File: config.mk
export PLATFORM = sky130hd
export DESIGN_NAME = settings_regfile_flat
export DESIGN_NICKNAME = d
export VERILOG_FILES = /design/src/rtl/settings_pkg.sv /design/src/rtl/settings_regfile_if.sv /design/src/rtl/settings_bank.sv /design/src/rtl/settings_regfile.sv /design/src/flat_wrapper.sv
export SDC_FILE = /design/constraint.sdc
export NUM_CORES = 1
export LEC_CHECK = 0
export CAP_MARGIN = 20
export CORE_MARGIN = 2
export CORE_UTILIZATION = 40
export CTS_BUF_LIST = sky130_fd_sc_hd__clkbuf_8 sky130_fd_sc_hd__clkbuf_16
export DETAILED_ROUTE_END_ITERATION = 7
export PLACE_DENSITY = 0.68
export SLEW_MARGIN = 15
export SYNTH_ARGS = -nofsm -noshare
export SYNTH_HDL_FRONTEND = slang
export SYNTH_SLANG_ARGS = --single-unit
File: constraint.sdc
create_clock -name clk -period 3 [get_ports clk]
set_clock_uncertainty 0.1 [all_clocks]
set_input_delay 0.75 -clock clk [delete_from_list [all_inputs] [get_ports clk]]
set_output_delay 0.75 -clock clk [all_outputs]
set_load 0.02 [all_outputs]
File: src/rtl/settings_pkg.sv
// Shared types and default sizing for the settings register file.
package settings_pkg;
  localparam int WORD_W_DEF   = 16;
  localparam int ADDR_W_DEF   = 4;
  localparam int NUM_REGS_DEF = 8;

  typedef enum logic [0:0] {
    IDLE   = 1'b0,
    COMMIT = 1'b1
  } state_e;

  // Index width that stays legal for a single-register bank.
  function automatic int idx_w(input int n);
    return (n > 1) ? $clog2(n) : 1;
  endfunction
endpackage

File: src/rtl/settings_regfile_if.sv
// Command-word handshake into the settings register file.
interface settings_regfile_if #(
  parameter int WORD_W = settings_pkg::WORD_W_DEF
);
  logic              in_valid;
  logic              in_ready;
  logic [WORD_W-1:0] in_word;

  modport master (output in_valid, in_word, input in_ready);
  modport slave  (input in_valid, in_word, output in_ready);
endinterface

File: src/rtl/settings_bank.sv
// Shadow/active register pair. With SETTINGS_SHADOW_EN the shadow bank is staged
// and copied on commit; otherwise writes land in the active bank directly.
module settings_bank #(
  parameter int NUM_REGS = 8,
  parameter int FIELD_W  = 12,
  parameter int IDX_W    = 3,
  parameter logic [NUM_REGS*FIELD_W-1:0] RST_VALS = '0
) (
  input  logic                              clk,
  input  logic                              rst,
  input  logic                              wr_en,
  input  logic [IDX_W-1:0]                  wr_idx,
  input  logic [FIELD_W-1:0]                wr_data,
`ifdef SETTINGS_SHADOW_EN
  input  logic                              commit,
`endif
  output logic [NUM_REGS-1:0][FIELD_W-1:0]  active
);
`ifdef SETTINGS_SHADOW_EN
  logic [NUM_REGS-1:0][FIELD_W-1:0] shadow;

  // Reset has priority so a commit in flight never leaks shadow values.
  always_ff @(posedge clk) begin
    if (rst) begin
      shadow <= RST_VALS;
      active <= RST_VALS;
    end else begin
      if (wr_en)  shadow[wr_idx] <= wr_data;
      if (commit) active <= shadow;
    end
  end
`else
  always_ff @(posedge clk) begin
    if (rst)        active <= RST_VALS;
    else if (wr_en) active[wr_idx] <= wr_data;
  end
`endif
endmodule

File: src/rtl/settings_regfile.sv
// Settings register file: command decode, commit FSM and registered readback.
// Optional feature macro: SETTINGS_SHADOW_EN (staged writes applied on commit).
module settings_regfile
  import settings_pkg::*;
#(
  parameter int WORD_W   = WORD_W_DEF,
  parameter int ADDR_W   = ADDR_W_DEF,
  parameter int NUM_REGS = NUM_REGS_DEF,
  parameter logic [NUM_REGS*(WORD_W-ADDR_W)-1:0] RST_VALS = '0
) (
  input  logic                                  clk,
  input  logic                                  rst,
  settings_regfile_if.slave                     bus,
  output logic [NUM_REGS*(WORD_W-ADDR_W)-1:0]   regs_out,
  output logic                                  update,
  output logic                                  pending,
  output logic                                  bad_addr,
  input  logic [ADDR_W-1:0]                     rd_addr,
  output logic [WORD_W-ADDR_W-1:0]              rd_data
);
  localparam int FIELD_W = WORD_W - ADDR_W;
  localparam int IDX_W   = idx_w(NUM_REGS);
  localparam logic [ADDR_W:0] NREGS = (ADDR_W+1)'(NUM_REGS);

  logic [ADDR_W-1:0]                addr;
  logic [FIELD_W-1:0]               payload;
  logic                             accept, in_range, wr_en, rd_ok;
  logic [NUM_REGS-1:0][FIELD_W-1:0] active;

  assign addr     = bus.in_word[WORD_W-1 -: ADDR_W];
  assign payload  = bus.in_word[FIELD_W-1:0];
  assign in_range = {1'b0, addr} < NREGS;
  assign accept   = bus.in_valid & bus.in_ready;
  assign wr_en    = accept & in_range;
  assign rd_ok    = {1'b0, rd_addr} < NREGS;
  assign regs_out = active;

`ifdef SETTINGS_SHADOW_EN
  localparam logic [ADDR_W-1:0] COMMIT_ADDR = '1;
  state_e state;
  logic   commit, is_commit;

  assign is_commit    = (addr == COMMIT_ADDR);
  assign commit       = (state == COMMIT);
  assign bus.in_ready = (state == IDLE);

  // COMMIT lasts one cycle; the copy happens on the edge leaving it.
  always_ff @(posedge clk) begin
    if (rst) begin
      state    <= IDLE;
      pending  <= 1'b0;
      update   <= 1'b0;
      bad_addr <= 1'b0;
    end else begin
      state    <= (accept && is_commit) ? COMMIT : IDLE;
      update   <= commit;
      bad_addr <= accept & ~in_range & ~is_commit;
      if (commit)     pending <= 1'b0;
      else if (wr_en) pending <= 1'b1;
    end
  end
`else
  assign bus.in_ready = 1'b1;
  assign pending      = 1'b0;

  always_ff @(posedge clk) begin
    if (rst) begin
      update   <= 1'b0;
      bad_addr <= 1'b0;
    end else begin
      update   <= wr_en;
      bad_addr <= accept & ~in_range;
    end
  end
`endif

  settings_bank #(
    .NUM_REGS (NUM_REGS),
    .FIELD_W  (FIELD_W),
    .IDX_W    (IDX_W),
    .RST_VALS (RST_VALS)
  ) u_bank (
    .clk     (clk),
    .rst     (rst),
    .wr_en   (wr_en),
    .wr_idx  (addr[IDX_W-1:0]),
    .wr_data (payload),
`ifdef SETTINGS_SHADOW_EN
    .commit  (commit),
`endif
    .active  (active)
  );

  always_ff @(posedge clk) begin
    if (rst)        rd_data <= '0;
    else if (rd_ok) rd_data <= active[rd_addr[IDX_W-1:0]];
    else            rd_data <= '0;
  end
endmodule

File: src/flat_wrapper.sv
// flat-port wrapper written by rule: the top's interface ports become plain ports
module settings_regfile_flat import settings_pkg::*;
#(
  parameter int WORD_W   = WORD_W_DEF,
  parameter int ADDR_W   = ADDR_W_DEF,
  parameter int NUM_REGS = NUM_REGS_DEF,
  parameter logic [NUM_REGS*(WORD_W-ADDR_W)-1:0] RST_VALS = '0
)
  (clk, rst, regs_out, update, pending, bad_addr, rd_addr, rd_data, bus_in_valid, bus_in_word, bus_in_ready);
  settings_regfile_if #(.WORD_W(WORD_W)) bus_i ();
  input  logic clk;
  input  logic rst;
  output logic [NUM_REGS*(WORD_W-ADDR_W)-1:0] regs_out;
  output logic update;
  output logic pending;
  output logic bad_addr;
  input  logic [ADDR_W-1:0] rd_addr;
  output logic [WORD_W-ADDR_W-1:0] rd_data;
  input wire logic [$bits(bus_i.in_valid)-1:0] bus_in_valid;
  input wire logic [$bits(bus_i.in_word)-1:0] bus_in_word;
  output wire logic [$bits(bus_i.in_ready)-1:0] bus_in_ready;
  assign bus_i.in_valid = bus_in_valid;
  assign bus_i.in_word = bus_in_word;
  assign bus_in_ready = bus_i.in_ready;
  settings_regfile #(.WORD_W(WORD_W), .ADDR_W(ADDR_W), .NUM_REGS(NUM_REGS), .RST_VALS(RST_VALS)) u_core (.clk(clk), .rst(rst), .bus(bus_i), .regs_out(regs_out), .update(update), .pending(pending), .bad_addr(bad_addr), .rd_addr(rd_addr), .rd_data(rd_data));
endmodule
==> reports/summary.txt, run 1 <==
Port Buffer Count - 132
R2R Setup Slk - 1.76 ns
Power Density - 475 mW/mm²
top post-synthesis cells by area - dfxtp_1 45%, a21oi_1 9.8%, nand3_1 9.8%, o21ai_0 8.9%, mux2_2 8.3%
Clock transition at path regs - 0.08 ns
Netlist cell types - 27
CORE AREA - 0.0120 mm²
root buffer cell - clkbuf_16
overall power - 3.09 mW
slowest stage delay, CP - 0.64 ns
status - completed
nature of the critical path startpoint - flop
proportion of netlist area held by the largest area contributor - 45.0%
Max rail drop VDD - 0.255 mV
postcts setup bufs - 0
CP Data Required Time - 2.15 ns
Yosys reg bits - 110
crit end category - output port
DR DRC count - 0
register area share after synthesis - 45.0%
Final Hold Violating Endpoints - 0
die area - 0.0131 mm²
Crit path max-delay family - buffers and inverters
DRT Wirelength - 17200 µm
minimum clock period - 2.25 ns
most common cell in the netlist - dfxtp_1
Longest Clk Path Bufs - 2
FMAX - 0.444 GHz
Main synth FF type - dfxtp_1
Post-synth ARST share - 0%
crit path DAT - 1.40 ns
share of cells above drive strength 1 - 10.9%
Post-synth top cells - 110 x dfxtp_1, 96 x a21oi_1, 96 x nand3_1
Area Overhead vs Synth - 32.8%
final core utilization - 54.3%
vias in the first global route - 4553
total of max-cap violations - 0
Synthesized Nets - 615
die extent in x - 115 µm
Mapped Cells - 592
Critical path buffers and inverters - 1
worst reg2reg startpoint - u_core.u_bank.active[91]
Critical-path top delay cell - clkdlybuf4s50_1
critical path peak fanout - 3
FF-to-FF path depth - 3
setup TNS - 0 ns
reg2reg end - u_core.rd_data[7]
CTS Buf Count - 9
Worst Hold Class - reg2reg
Clock Sinks - 110
Hold Path Origin - u_core.u_bank.active[37]
placed instance area - 0.00619 mm²
crit path kind - reg2out
Final Net Count - 698
Synth area leader - dfxtp_1
final setup fails - 0
Iter 0 DRT Violations - 668
Avg Vias per Cell - 6.05
vias - 5007
Finished Cell Area - 0.00650 mm²
I/O Pins - 135
Hold Path End - u_core.u_bank.active[37]
diode count - 0
total grt overflow - 0
die extent in y - 115 µm
final hold slack - 0.395 ns
leakage power - 2.11 nW
first-pass GRT wire length - 26100 µm
Syn Area/Cell - 8.26 µm²
RSZ-0062 raised after global routing - no
largest net degree at the start of global routing - 61
Cell Area, Synth - 0.00489 mm²
YS warnings - 0
fin crit share - 75.0%
Starting Density - 40.9%
DR WL/cell - 20.7 µm
worst-path cell chain - clkdlybuf4s50_1
# hold bufs at CTS - 0
antenna violations before repair - 0
Hold Crit Depth - 2
Post-DRT Antenna Nets - 0
Final HPWL DP - 11500 µm
CTS tree - built
relative slew slack - 60.3%
GRT Resource Usage Total - 25.7%
Initial DRT Pass Iterations - 5
Worst Tran Pin Value - 0.593 ns
num rows - 40
post-CTS sizing - 0
Slew Viols, Final - 0
EDFF count, synth - 0
worst skew pair latency - 0.34 ns
GP Congestion - 0.881
H-Tree Depth - 3
==> final cells by class <==
type	count	area (µm²)
tap	147	184
multi-input combinational	406	2350
clock buffer	10	239
timing repair buffer	148	1460
fill	1069	5460
clock inverter	6	70.1
sequential	110	2200
==> report_power, final <==
part | internal [mW] | switching, mW
Sequential | 1.48 | 0.0168
Combinational | 0.124 | 0.238
Clock | 0.675 | 0.552
==> how the worst max path moves through the flow <==
stage / startpoint / endpoint / depth (start not counted) / slack [ns]
after global routing: bus_in_valid / u_core.u_bank.active[78] / 5 / 0.68
after detailed placement: bus_in_valid / u_core.u_bank.active[10] / 4 / 0.47
after CTS: u_core.u_bank.active[53] / regs_out[53] / 1 / 0.77
after global placement: bus_in_valid / u_core.u_bank.active[73] / 4 / 0.53
after floorplan: rd_addr[1] / u_core.rd_data[1] / 5 / 1.17
final: u_core.u_bank.active[53] / regs_out[53] / 1 / 0.75
==> placed cells by master (no fill, tap or decap), types with 2 or more instances in the layout <==
cell type / count
a211oi_1: 12
a21oi_1: 96
buf_12: 2
buf_2: 2
buf_4: 14
clkbuf_16: 9
clkdlybuf4s50_1: 130
clkinvlp_4: 3
conb_1: 2
dfxtp_1: 110
mux2_2: 36
nand2_1: 3
nand2b_1: 4
nand3_1: 96
nor2_1: 3
nor2b_1: 14
nor3_1: 12
o21ai_0: 87
o21ai_1: 21
o22ai_1: 12
or2_2: 2
==> worst reg2reg max path: stages, from the launching register on <==
cell	delay, ns
dfxtp_1	0.33
mux2_2	0.27
o22ai_1	0.33
nor3_1	0.09
==> layer usage <==
metal  track usage, %  routed length [µm]  vias up
li1                 -                   -     2288
met1             36.1                7360     2415
met2             40.4                7840      277
met3             4.13                1610       27
met4             8.05                 353        0
met5                0                   0        -
==> metrics by stage <==
| stage | setup WS, ns | cells |
|---|---|---|
| final | 0.749 | 827 |
| after global routing | 0.681 | 827 |
| after CTS | 0.773 | 827 |
| after detailed placement | 0.468 | 811 |
| after global placement | 0.529 | 811 |
| after floorplan | 1.17 | 592 |
==> logic make-up after synthesis <==
| family | after synthesis | share of synthesized area [%] |
|---|---|---|
| mux | 36 | 8.29 |
| other cells | 2 | 0.154 |
| simple gates | 140 | 15.2 |
| flops | 110 | 45.0 |
| buf+inv | 76 | 7.14 |
| compound gates | 228 | 24.2 |
==> state kept, by name, summed over array words and instances (netlist names) <==
register and flops:
u_core.u_bank.active 96, u_core.update 1, u_core.rd_data 12, u_core.bad_addr 1
(Power assumes the default switching activity.)
==> inputs of run 2 (changes only) <==
clock period = 2.2 ns   (was 3 ns; I/O delays follow)
==> reports/summary.txt, run 2 (synthesized netlist as in run 1, its figures left out) <==
status - completed
Starting Density - 40.9% (unchanged)
antenna violations before repair - 0 (unchanged)
DR DRC count - 0 (unchanged)
Slew Viols, Final - 0 (unchanged)
Final HPWL DP - 11700 µm (+2.0%)
overall power - 4.10 mW (+33%)
Longest Clk Path Bufs - 2 (unchanged)
nature of the critical path startpoint - flop
leakage power - 2.20 nW (+3.9%)
Worst Tran Pin Value - 0.562 ns (-0.0308 ns)
post-CTS sizing - 0 (unchanged)
final setup fails - 0 (unchanged)
Initial DRT Pass Iterations - 6 (+1)
I/O Pins - 135 (unchanged)
critical path peak fanout - 3 (unchanged)
num rows - 40 (unchanged)
Max rail drop VDD - 0.368 mV (+44%)
sequential cell area - 0.00220 mm² (unchanged)
Top Registers - u_core.u_bank.active: 96 flops, u_core.rd_data: 12 flops
postcts setup bufs - 0 (unchanged)
worst skew pair latency - 0.34 ns (about the same)
area occupied by multi-input gates - 0.00235 mm² (unchanged)
die area - 0.0131 mm² (unchanged)
die extent in y - 115 µm (unchanged)
GP Congestion - 0.847 (-3.8%)
Post-DRT Antenna Nets - 0 (unchanged)
# hold bufs at CTS - 0 (unchanged)
most frequent cells in the layout - 130 x clkdlybuf4s50_1, 110 x dfxtp_1, 96 x nand3_1, 96 x a21oi_1, 87 x o21ai_0
worst reg2reg startpoint - u_core.u_bank.active[31]
Port Buffer Count - 132 (unchanged)
relative slew slack - 62.4% (+2.1 points)
Clock transition at path regs - 0.07 ns (about the same)
DRT Wirelength - 17300 µm (+0.97%)
crit path DAT - 1.39 ns (about the same)
die extent in x - 115 µm (unchanged)
most common cell after layout, fill and taps aside - clkdlybuf4s50_1
# fillers - 1040 (-2.7%)
DR WL/cell - 20.7 µm (-0.12%)
placed cells - 821 (+1.2%)
slowest stage delay, CP - 0.64 ns (about the same)
Critical Path Start - u_core.u_bank.active[53]
Worst Hold Class - reg2reg
Avg Vias per Cell - 6.03 (-0.35%)
crit path kind - reg2out
Layout Cells excl Fill - 836 (+1.1%)
minimum clock period - 2.04 ns
share of cells above drive strength 1 - 12.0% (+1.2 points)
FMAX - 0.491 GHz
diode count - 0 (unchanged)
CTS tree - built
root buffer cell - clkbuf_16
Iter 0 DRT Violations - 500 (-25%)
fin crit share - 92.5%
Final Hold Violating Endpoints - 0 (unchanged)
max reg flops - 96 (unchanged)
CTS Buf Count - 9 (unchanged)
total of max-cap violations - 0 (unchanged)
vias in the first global route - 4642 (+2.0%)
largest net degree at the start of global routing - 99 (+62%)
Most flops, register - u_core.u_bank.active
vias - 5044 (+0.74%)
worst-path cell chain - clkdlybuf4s50_1
Critical-path top delay cell - clkdlybuf4s50_1
Crit path max-delay family - buffers and inverters
Hold Path Origin - u_core.u_bank.active[88]
first-pass GRT wire length - 25700 µm (-1.5%)
Critical path buffers and inverters - 1 (unchanged)
Area Overhead vs Synth - 35.9%
GRT Resource Usage Total - 25.4% (-0.21 points)
total grt overflow - 0 (unchanged)
Clock Sinks - 110 (unchanged)
Power Density - 616 mW/mm² (+30%)
CP Data Required Time - 1.55 ns (-0.60 ns)
Final Net Count - 708 (+1.4%)
RSZ-0062 raised after global routing - no
CORE AREA - 0.0120 mm² (unchanged)
H-Tree Depth - 3 (unchanged)
crit end category - output port
[run 2: cell types whose count changed in the layout (fill, tap and decap cells not counted)]
| cell | delta |
|---|---|
| buf_12 | +9 |
| buf_4 | +1 |
| bufinv_16 | -1 |
| clkbuf_8 | -1 |
| clkinv_2 | +1 |
| clkinv_4 | +1 |
| clkinvlp_4 | -2 |
| inv_6 | +1 |
[run 2: cell type report]
type / count / area share [%]
multi-input cells: 406 / 35.3
flip-flops and latches: 110 / 33.1
repair buffers: 158 / 24.7
clock buffers: 9 / 3.39
well taps: 147 / 2.77
clock inverters: 6 / 0.715
[run 2: final timing paths]
path	endpoint	depth (start not counted)	slack, ns
setup / recovery	regs_out[53]	1	0.16
hold / removal	u_core.u_bank.active[88]	2	0.40
setup reg to reg	u_core.rd_data[7]	3	0.93
hold reg to reg	u_core.u_bank.active[88]	2	0.40
[run 2: per-layer routing]
layer / routed length [µm] / vias up / global-route usage (%)
li1: - / 2311 / -
met1: 7140 / 2376 / 35.5
met2: 7960 / 329 / 40.3
met3: 1910 / 28 / 4.71
met4: 309 / 0 / 7.15
met5: 0 / - / 0
[run 2: power breakdown]
| group | internal (mW) | leakage [nW] | switching, mW |
|---|---|---|---|
| registers | 2.02 | 0.889 | 0.0229 |
| clock network | 0.773 | 0.132 | 0.749 |
| logic | 0.200 | 1.18 | 0.331 |
[run 2: worst min-delay path, delay by kind of cell, from the launching register on]
family	cells	cell delay (ns)
compound gates	2	0.13
flops	1	0.32
[run 2: metrics by stage]
step	hold WS (ns)	util, %	worst slack [ns]	instance area, µm²	setup TNS, ns
after floorplan	0.462	-	0.569	4890	0
after global placement	0.382	53.3	0.0120	6380	0
after detailed placement	0.383	53.3	-0.0529	6380	-0.369
after CTS	0.394	55.6	0.170	6650	0
after global routing	0.421	55.6	0.125	6650	0
final	0.396	55.6	0.164	6650	0
==> inputs of run 3 (changes only) <==
CORE_MARGIN = not set   (was 2)
==> reports/summary.txt, run 3 (synthesized netlist as in run 1, its figures left out) <==
clock share of power - 39.5% (+2.4 points)
final hold slack - 0.395 ns (-0.00120 ns)
largest net degree at the start of global routing - 49 (-51%)
H-Tree Depth - 3 (unchanged)
Port Buffer Count - 132 (unchanged)
Comb power frac - 12.3% (-0.7 points)
root buffer cell - clkbuf_16
crit path DAT - 1.41 ns (+0.02 ns)
most common cell after layout, fill and taps aside - clkdlybuf4s50_1
switching power - 1.13 mW (+2.1%)
slowest stage delay, CP - 0.64 ns (about the same)
Iter 0 DRT Violations - 489 (-2.2%)
post-CTS sizing - 0 (unchanged)
placed instance area - 0.00634 mm² (-0.55%)
most frequent cells in the layout - 130 x clkdlybuf4s50_1, 110 x dfxtp_1, 96 x nand3_1, 96 x a21oi_1, 87 x o21ai_0
postcts setup bufs - 0 (unchanged)
vias - 5045 (+0.020%)
worst-path cell chain - clkdlybuf4s50_1
GP Congestion - 0.849 (+0.25%)
total grt overflow - 0 (unchanged)
vias in the first global route - 4733 (+2.0%)
Area Overhead vs Synth - 35.9% (about the same)
DRT Wirelength - 17300 µm (-0.15%)
Final HPWL DP - 11800 µm (+0.92%)
Final Net Count - 710 (+0.28%)
CORE AREA - 0.0120 mm² (unchanged)
Initial DRT Pass Iterations - 5 (-1)
Power Density - 638 mW/mm² (+3.5%)
sw frac - 26.6% (-0.35 points)
FMAX - 0.486 GHz (-1.2%)
critical path peak fanout - 3 (unchanged)
Finished Cell Area - 0.00665 mm² (about the same)
Max rail drop VDD - 0.453 mV (+23%)
I/O Pins - 135 (unchanged)
crit end category - output port
CP Data Required Time - 1.55 ns (about the same)
DR DRC count - 0 (unchanged)
Worst Hold Class - reg2reg
Critical path buffers and inverters - 1 (unchanged)
Crit path max-delay family - buffers and inverters
CTS tree - built
Avg Vias per Cell - 6.01 (-0.34%)
minimum clock period - 2.06 ns (+0.0240 ns)
nature of the critical path startpoint - flop
Post-DRT Antenna Nets - 0 (unchanged)
Seq pwr share - 48.3% (-1.6 points)
CTS Buf Count - 9 (unchanged)
num rows - 40 (unchanged)
Most flops, register - u_core.u_bank.active
relative slew slack - 62.3% (-0.11 points)
DR WL/cell - 20.6 µm (-0.51%)
die extent in y - 113 µm (-1.7%)
first-pass GRT wire length - 26100 µm (+1.5%)
Longest Clk Path Bufs - 2 (unchanged)
final setup fails - 0 (unchanged)
Clock transition at path regs - 0.08 ns (about the same)
die extent in x - 113 µm (-1.7%)
Int Pwr - 3.11 mW (+3.9%)
GRT Resource Usage Total - 27.0% (+1.5 points)
Slew Viols, Final - 0 (unchanged)
Final Hold Violating Endpoints - 0 (unchanged)
max reg flops - 96 (unchanged)
antenna violations before repair - 0 (unchanged)
total of max-cap violations - 0 (unchanged)
worst skew pair latency - 0.35 ns (about the same)
die area - 0.0127 mm² (-3.5%)
Clock Sinks - 110 (unchanged)
Critical-path top delay cell - clkdlybuf4s50_1
diode count - 0 (unchanged)
R2R Setup Slk - 0.92 ns (about the same)
# hold bufs at CTS - 0 (unchanged)
fin crit share - 93.6% (+1.1 points)
status - completed
Worst Tran Pin Value - 0.564 ns (+0.00166 ns)
leakage power - 2.20 nW (+0.10%)
share of cells above drive strength 1 - 12.4% (+0.38 points)
Starting Density - 40.9% (unchanged)
RSZ-0062 raised after global routing - no
Top Registers - u_core.u_bank.active: 96 flops, u_core.rd_data: 12 flops
crit path kind - reg2out
-- run 3: changes by cell type in the layout (fill, tap and decap cells not counted), sizes merged --
| cell | change |
|---|---|
| bufinv | +1 |
| buf | +2 |
-- run 3: per-stage QoR --
stage	setup slack, ns	power (mW)	utilization, %	TNS (ns)	instances
CTS	0.162	4.24	55.6	0	839
detailed placement	-0.0529	2.60	53.0	-0.314	823
finish	0.140	4.24	55.6	0	839
global placement	0.00874	2.59	53.0	0	823
floorplan	0.569	2.37	-	0	592
global route	0.126	4.38	55.6	0	839
-- run 3: power groups by stage --
stage	clock [mW]	sequential [mW]	combinational, mW
after detailed placement	0	2.09	0.509
after global placement	0	2.09	0.500
final	1.67	2.05	0.520
after floorplan	0	2.12	0.245
after global routing	1.78	2.05	0.547
after CTS	1.69	2.05	0.511
-- run 3: routing by layer --
layer  GRT usage [%]  share of wire (%)  vias up
met1            35.3                 41     2403
li1                -                  -     2307
met3            4.37                9.0       41
met5               0                  0        -
met4            13.4                3.8        0
met2            43.1                 46      294
-- run 3: path summary, 6_finish.rpt --
kind                            start                        to  cells after the start
min reg2reg  u_core.u_bank.active[37]  u_core.u_bank.active[37]                      2
min          u_core.u_bank.active[37]  u_core.u_bank.active[37]                      2
max reg2reg  u_core.u_bank.active[92]         u_core.rd_data[8]                      3
max           u_core.u_bank.active[2]               regs_out[2]                      1
-- run 3: cell type report --
type,instances,area [µm²]
repair buffers,160,1610
multi-input cells,406,2350
well taps,147,184
clock buffers,9,225
clock inverters,7,80.1
flip-flops and latches,110,2200
fillers,1073,5310
